--- config.mk ---
export PLATFORM = sky130hd
export DESIGN_NAME = mat_mem_loader
export DESIGN_NICKNAME = d
export VERILOG_FILES = /design/src/rtl/mat_mem_loader_pkg.sv /design/src/rtl/mat_mem_loader_byte_packer.sv /design/src/rtl/mat_mem_loader.sv
export SDC_FILE = /design/constraint.sdc
export NUM_CORES = 1
export LEC_CHECK = 0
export CAP_MARGIN = 20
export CORE_MARGIN = 2
export CORE_UTILIZATION = 50
export CTS_CLUSTER_SIZE = 14
export DETAILED_ROUTE_END_ITERATION = 12
export HOLD_SLACK_MARGIN = 0.12
export MAX_ROUTING_LAYER = met4
export PLACE_DENSITY = 0.73
export SYNTH_ARGS = -nofsm -noshare
export SYNTH_HDL_FRONTEND = slang
export SYNTH_SLANG_ARGS = --single-unit
--- constraint.sdc ---
create_clock -name i_clk -period 3.53 [get_ports i_clk]
set_input_delay 1.059 -clock i_clk [delete_from_list [all_inputs] [get_ports i_clk]]
set_output_delay 1.059 -clock i_clk [all_outputs]
set_load 0.05 [all_outputs]
--- src/rtl/mat_mem_loader_pkg.sv ---
// Shared sizing table, FSM encoding and word-count helpers for the matrix loader and multiplier.
// Also provides the `CLOG2 macro used for address and counter widths.
`ifndef MAT_MEM_LOADER_PKG_SV
`define MAT_MEM_LOADER_PKG_SV

`define CLOG2(x) (((x) <= 1) ? 1 : $clog2(x))

package mat_mem_loader_pkg;

    typedef enum logic [1:0] {
        StIdle = 2'd0,
        StLoad = 2'd1,
        StDone = 2'd2
    } loader_state_e;

    function automatic int unsigned set_row_bytes(input string set);
        if (set == "L1") return 104;
        if (set == "L3") return 159;
        if (set == "L5") return 202;
        return 8;
    endfunction

    function automatic int unsigned set_col_bytes(input string set);
        if (set == "L1") return 126;
        if (set == "L3") return 193;
        if (set == "L5") return 278;
        return 8;
    endfunction

    function automatic int unsigned ceil_div(input int unsigned a, input int unsigned b);
        return (a + b - 1) / b;
    endfunction

    // Padded rows each start on a fresh word; otherwise the stream packs densely.
    function automatic int unsigned mat_words(input int unsigned row_bytes,
                                              input int unsigned col_bytes,
                                              input int unsigned n_gf,
                                              input bit          row_pad);
        if (row_pad) return col_bytes * ceil_div(row_bytes, n_gf);
        return ceil_div(row_bytes * col_bytes, n_gf);
    endfunction

endpackage

`endif

--- src/rtl/mat_mem_loader_byte_packer.sv ---
// Packs a byte stream MSB-first into N_GF-byte words; a word closes when full or on last.
// Unfilled lanes of a short word read as zero.
module mat_mem_loader_byte_packer #(
    parameter int unsigned N_GF      = 8,
    parameter int unsigned PROC_SIZE = N_GF * 8
) (
    input  logic                 clk,
    input  logic                 rst,
    input  logic                 push,
    input  logic                 last,
    input  logic [7:0]           data,
    output logic [PROC_SIZE-1:0] word,
    output logic                 word_valid
);

    localparam int unsigned LW = `CLOG2(N_GF);

    logic [LW-1:0]        lane_q;
    logic [PROC_SIZE-1:0] shreg_q;
    logic [PROC_SIZE-1:0] shifted;
    logic [PROC_SIZE-1:0] aligned;
    logic [PROC_SIZE-1:0] word_q;
    logic                 word_valid_q;
    logic                 lane_full;

    assign lane_full = (lane_q == LW'(N_GF - 1));

    // Newest byte sits in the low lane; left-align so lane 0 ends up in the MSBs.
    always_comb begin
        shifted = (shreg_q << 8) | PROC_SIZE'(data);
        aligned = shifted << (8 * (N_GF - 1 - int'(lane_q)));
    end

    always_ff @(posedge clk) begin
        if (rst) begin
            lane_q       <= '0;
            shreg_q      <= '0;
            word_q       <= '0;
            word_valid_q <= 1'b0;
        end else begin
            word_valid_q <= 1'b0;
            if (push) begin
                if (last || lane_full) begin
                    lane_q       <= '0;
                    shreg_q      <= '0;
                    word_q       <= aligned;
                    word_valid_q <= 1'b1;
                end else begin
                    lane_q  <= lane_q + LW'(1);
                    shreg_q <= shifted;
                end
            end
        end
    end

    assign word       = word_q;
    assign word_valid = word_valid_q;

endmodule

--- src/rtl/mat_mem_loader.sv ---
// Writer side of the matrix RAM: streams H' bytes in, writes packed words from address 0.
// Define MAT_LOADER_ROW_PAD_EN to start every matrix row on a fresh word.
module mat_mem_loader
    import mat_mem_loader_pkg::*;
#(
    parameter string       PARAMETER_SET      = "L5",
    parameter int unsigned MAT_ROW_SIZE_BYTES = set_row_bytes(PARAMETER_SET),
    parameter int unsigned MAT_COL_SIZE_BYTES = set_col_bytes(PARAMETER_SET),
    parameter int unsigned N_GF               = 8,
    parameter int unsigned PROC_SIZE          = N_GF * 8,
`ifdef MAT_LOADER_ROW_PAD_EN
    localparam bit          ROW_PAD     = 1'b1,
`else
    localparam bit          ROW_PAD     = 1'b0,
`endif
    localparam int unsigned TOTAL_BYTES = MAT_ROW_SIZE_BYTES * MAT_COL_SIZE_BYTES,
    localparam int unsigned WPR         = ceil_div(MAT_ROW_SIZE_BYTES, N_GF),
    localparam int unsigned WORDS       = mat_words(MAT_ROW_SIZE_BYTES, MAT_COL_SIZE_BYTES,
                                                    N_GF, ROW_PAD),
    localparam int unsigned AW          = `CLOG2(WORDS)
) (
    input  logic                 i_clk,
    input  logic                 i_rst,
    input  logic                 i_start,
    input  logic [7:0]           i_byte,
    input  logic                 i_byte_valid,
    output logic                 o_byte_ready,
    output logic [AW-1:0]        o_mem_addr,
    output logic [PROC_SIZE-1:0] o_mem_data,
    output logic                 o_mem_wen,
    output logic                 o_busy,
    output logic                 o_done
);

    localparam int unsigned   CW        = `CLOG2(TOTAL_BYTES + 1);
    localparam logic [CW-1:0] TotalCnt  = CW'(TOTAL_BYTES);
    localparam logic [AW-1:0] LastAddr  = AW'(WORDS - 1);

    loader_state_e        state_q, state_d;
    logic [CW-1:0]        byte_cnt_q, byte_cnt_d;
    logic [AW-1:0]        addr_q, addr_d;
    logic                 start_load;
    logic                 xfer;
    logic                 last_byte;
    logic                 close_word;
    logic [PROC_SIZE-1:0] word;
    logic                 word_valid;

    assign start_load   = (state_q == StIdle) && i_start;
    assign o_byte_ready = (state_q == StLoad) && (byte_cnt_q != TotalCnt);
    assign xfer         = i_byte_valid && o_byte_ready;
    assign last_byte    = (byte_cnt_q == TotalCnt - CW'(1));

`ifdef MAT_LOADER_ROW_PAD_EN
    localparam int unsigned RW = `CLOG2(MAT_ROW_SIZE_BYTES);

    logic [RW-1:0] row_byte_q;
    logic          row_end;

    assign row_end    = (row_byte_q == RW'(MAT_ROW_SIZE_BYTES - 1));
    assign close_word = last_byte || row_end;

    always_ff @(posedge i_clk) begin
        if (i_rst || start_load) begin
            row_byte_q <= '0;
        end else if (xfer) begin
            row_byte_q <= row_end ? '0 : row_byte_q + RW'(1);
        end
    end
`else
    assign close_word = last_byte;
`endif

    mat_mem_loader_byte_packer #(
        .N_GF      (N_GF),
        .PROC_SIZE (PROC_SIZE)
    ) u_byte_packer (
        .clk        (i_clk),
        .rst        (i_rst),
        .push       (xfer),
        .last       (close_word),
        .data       (i_byte),
        .word       (word),
        .word_valid (word_valid)
    );

    always_comb begin
        state_d    = state_q;
        byte_cnt_d = byte_cnt_q;
        addr_d     = addr_q;
        case (state_q)
            StIdle: begin
                if (i_start) begin
                    state_d    = StLoad;
                    byte_cnt_d = '0;
                    addr_d     = '0;
                end
            end
            StLoad: begin
                if (xfer) byte_cnt_d = byte_cnt_q + CW'(1);
                if (word_valid) begin
                    // Saturate so the address stays inside the RAM after the final word.
                    if (addr_q != LastAddr) addr_d = addr_q + AW'(1);
                    if (byte_cnt_q == TotalCnt) state_d = StDone;
                end
            end
            StDone:  state_d = StIdle;
            default: state_d = StIdle;
        endcase
    end

    always_ff @(posedge i_clk) begin
        if (i_rst) begin
            state_q    <= StIdle;
            byte_cnt_q <= '0;
            addr_q     <= '0;
        end else begin
            state_q    <= state_d;
            byte_cnt_q <= byte_cnt_d;
            addr_q     <= addr_d;
        end
    end

    assign o_mem_addr = addr_q;
    assign o_mem_data = word;
    assign o_mem_wen  = word_valid;
    assign o_busy     = (state_q != StIdle);
    assign o_done     = (state_q == StDone);

endmodule

==> impl_metrics.yaml <==
global_route:
  grt_max_degree: 99
  grt_overflow: 0
  grt_pass1_wl_microns: 33600
  grt_usage_pct: 27.0
  grt_pass1_vias: 6391
  antenna_found_initial: 0
power_and_ir_drop:
  peakVddDrop_v: 0.000444
  p_per_area_nw_per_um2: 427
  leakagePower_nw: 2.97
cts:
  insertion_delay_ns: 0.43
  root_buffer: "clkbuf_16"
  hold_buffers: 0
  cts_inserted_buffers: 17
  clockBufferDepth: 2
  numClockSinks: 155
  post-cts-setup-buffers: 0
  clkTransAtPathRegs_ns: 0.06
  cts_resized: 0
  ctsHtreeMaxLevel: 4
  tritoncts: "yes"
final_layout:
  synthToLayoutAreaGrowth_pct: 21.6
  layout_common_cells: "154 x dfxtp_1, 104 x nand2_1, 91 x clkdlybuf4s50_1"
  final_nets: 984
  antennaDiodeCount: 0
  fin_cells: 1163
  drive_gt1_share_pct: 9.30
  final_common_cell: "dfxtp_1"
floorplan:
  coreArea_sq_um: 14600
  die_w_microns: 127
  fp-row-count: 44
  die-area_sq_um: 16200
  num_io_pins: 93
  initial_utilization_pct: 51.8
  die_y_microns: 127
route:
  drtIter0Drc: 566
  wl_per_cell_microns: 18.2
  vias_per_cell: 6.00
  first_pass_iters: 5
  wirelength_microns: 21200
  drc: 0
  ant_nets: 0
  vias: 6981
timing:
  hold_violations: 0
  drv_slew: 0
  post-route-period-util_pct: 93.2
  tns_ns: 0
  worst_slew_pin_slew_ns: 0.946
  fin_skew_ns: 0.0141
  rsz0062_at_grt: "no"
  period_minus_slack_ns: 3.29
  max_freq_mhz: 304
  setup_violations: 0
  max-slew-margin-rel_pct: 36.8
flow_run:
  maxCapViolCount: 0
synthesis:
  synth_edf_count: 0
  synth_warnings: 0
  synth-main-ff-cell: "dfxtp_1"
  synth_area_sq_um: 7580
  synth_seq_cells: 155
  yosysUniqueCellTypes: 55
  synth_area_per_cell_sq_um: 8.32
  yosysSeqAreaShare_pct: 40.9
  synthCells: 911
  synth_fp_nets: 928
  ys_async_sr_fraction_pct: 0
place:
  place.gp.congestion: 0.888
  placed_cells: 1132
  hpwl_microns: 14200
  portBuffers: 92
setup_path:
  worstPathRequired_ns: 2.47
  worstSetupPathType: "flip-flop to primary output"
  r2r_slack_ns: 0.91
  cp-start-kind: "flip-flop"
  cp_max_fo: 5
  arrival_ns: 2.23
  end_kind: "primary output"
min_path:
  min_path_type: "flip-flop to flip-flop"
run_status:
  status: "complete, no violations"
critical path, stage by stage, from the launching register on:
cell and delay, ns:
dfxtp_1 0.39, inv_1 0.08, ha_1 0.21, nand4_1 0.12
nor4_2 0.06, nor2_1 0.13, clkdlybuf4s50_1 0.82
power breakdown:
group / switching (W) / internal [W] / total, W
registers: 0.0000191 / 0.00176 / 0.00178
clock network: 0.000697 / 0.00123 / 0.00193
logic: 0.000146 / 0.0000790 / 0.000225
total: 0.000863 / 0.00307 / 0.00393
metal layers:
layer,GRT usage (%),wire [microns]
met1,35.8,9620
met5,-,0
met2,41.7,9910
met3,5.40,1300
met4,8.99,395
flip-flops by register name, indices dropped and copies added (netlist names):
signal and count:
u_byte_packer.word_valid 1, state_q 2, o_mem_addr 13, u_byte_packer.lane_q 3, u_byte_packer.word 64, u_byte_packer.shreg_q 56, byte_cnt_q 16
synthesized netlist by cell type, types with 2 or more instances:
cell type	count	area, sq um
xnor2_1	4	35.0
dfxtp_1	155	3100
o2bb2ai_1	8	70.1
buf_2	15	75.1
buf_1	5	18.8
and3_1	3	18.8
o21ai_1	3	15.0
nor2_1	71	267
o22ai_1	34	213
a31oi_1	3	18.8
clkbuf_1	50	188
buf_4	4	30.0
a2111oi_0	2	17.5
a22oi_1	8	60.1
nand4_1	10	62.6
nor3_1	8	40.0
o31ai_1	16	120
nor4_1	3	18.8
inv_1	23	86.3
o32ai_1	16	140
nor4b_1	2	17.5
nand3b_1	19	143
nor4bb_1	2	20.0
mux2_2	31	349
nand4bb_1	2	22.5
or3b_2	2	17.5
a211oi_1	11	82.6
or3_1	19	119
nand2b_1	27	169
and2_1	2	12.5
mux2i_1	42	420
buf_6	2	22.5
nand3_1	65	325
a21oi_1	86	430
ha_1	5	62.6
nand2_1	104	390
nor2b_1	5	31.3
o41ai_1	2	17.5
xor2_1	8	70.1
o21ai_0	19	95.1
through the flow:
| stage | cell area (sq um) | util [%] | total power (W) | hold WS, ns | setup slack [ns] |
|---|---|---|---|---|---|
| finish | 9220 | 62.9 | 0.00393 | 0.448 | 0.240 |
| global route | 9220 | 62.9 | 0.00404 | 0.472 | 0.130 |
| CTS | 9220 | 62.9 | 0.00394 | 0.451 | 0.209 |
| detailed placement | 8600 | 58.7 | 0.00204 | 0.443 | 0.611 |
| global placement | 8600 | 58.7 | 0.00203 | 0.439 | 0.640 |
| floorplan | 7580 | - | 0.00196 | 0.432 | 0.977 |
path summary, 6_finish.rpt:
check,start,endpoint,cells after the start
worst min register to register,u_byte_packer.word[29]$_SDFFE_PP0P_,u_byte_packer.word[29]$_SDFFE_PP0P_,2
worst max-delay path,byte_cnt_q[0]$_SDFFE_PP0P_,o_byte_ready,6
worst max register to register,u_byte_packer.lane_q[0]$_SDFFE_PP0N_,u_byte_packer.word[62]$_SDFFE_PP0P_,5
worst min-delay path,u_byte_packer.word[29]$_SDFFE_PP0P_,u_byte_packer.word[29]$_SDFFE_PP0P_,2
logic make-up after synthesis:
logic type               synth area share (%)
AND/OR/NAND/NOR                          23.5
AO/OA/AOI/OAI                            17.6
flip-flops                               40.9
buffers and inverters                    5.55
multiplexers                             10.2
XOR/XNOR                                 1.39
adder cells (fa/ha/maj)                 0.825
layout make-up:
type                    count  area [sq um]
fillers                  1243          5430
inverters                  23          86.3
multi-input cells         657          4060
well taps                 184           230
repair buffers            113          1110
clock inverters             8           140
flip-flops and latches    155          3100
clock buffers              23           478
(Power assumes the default switching activity.)
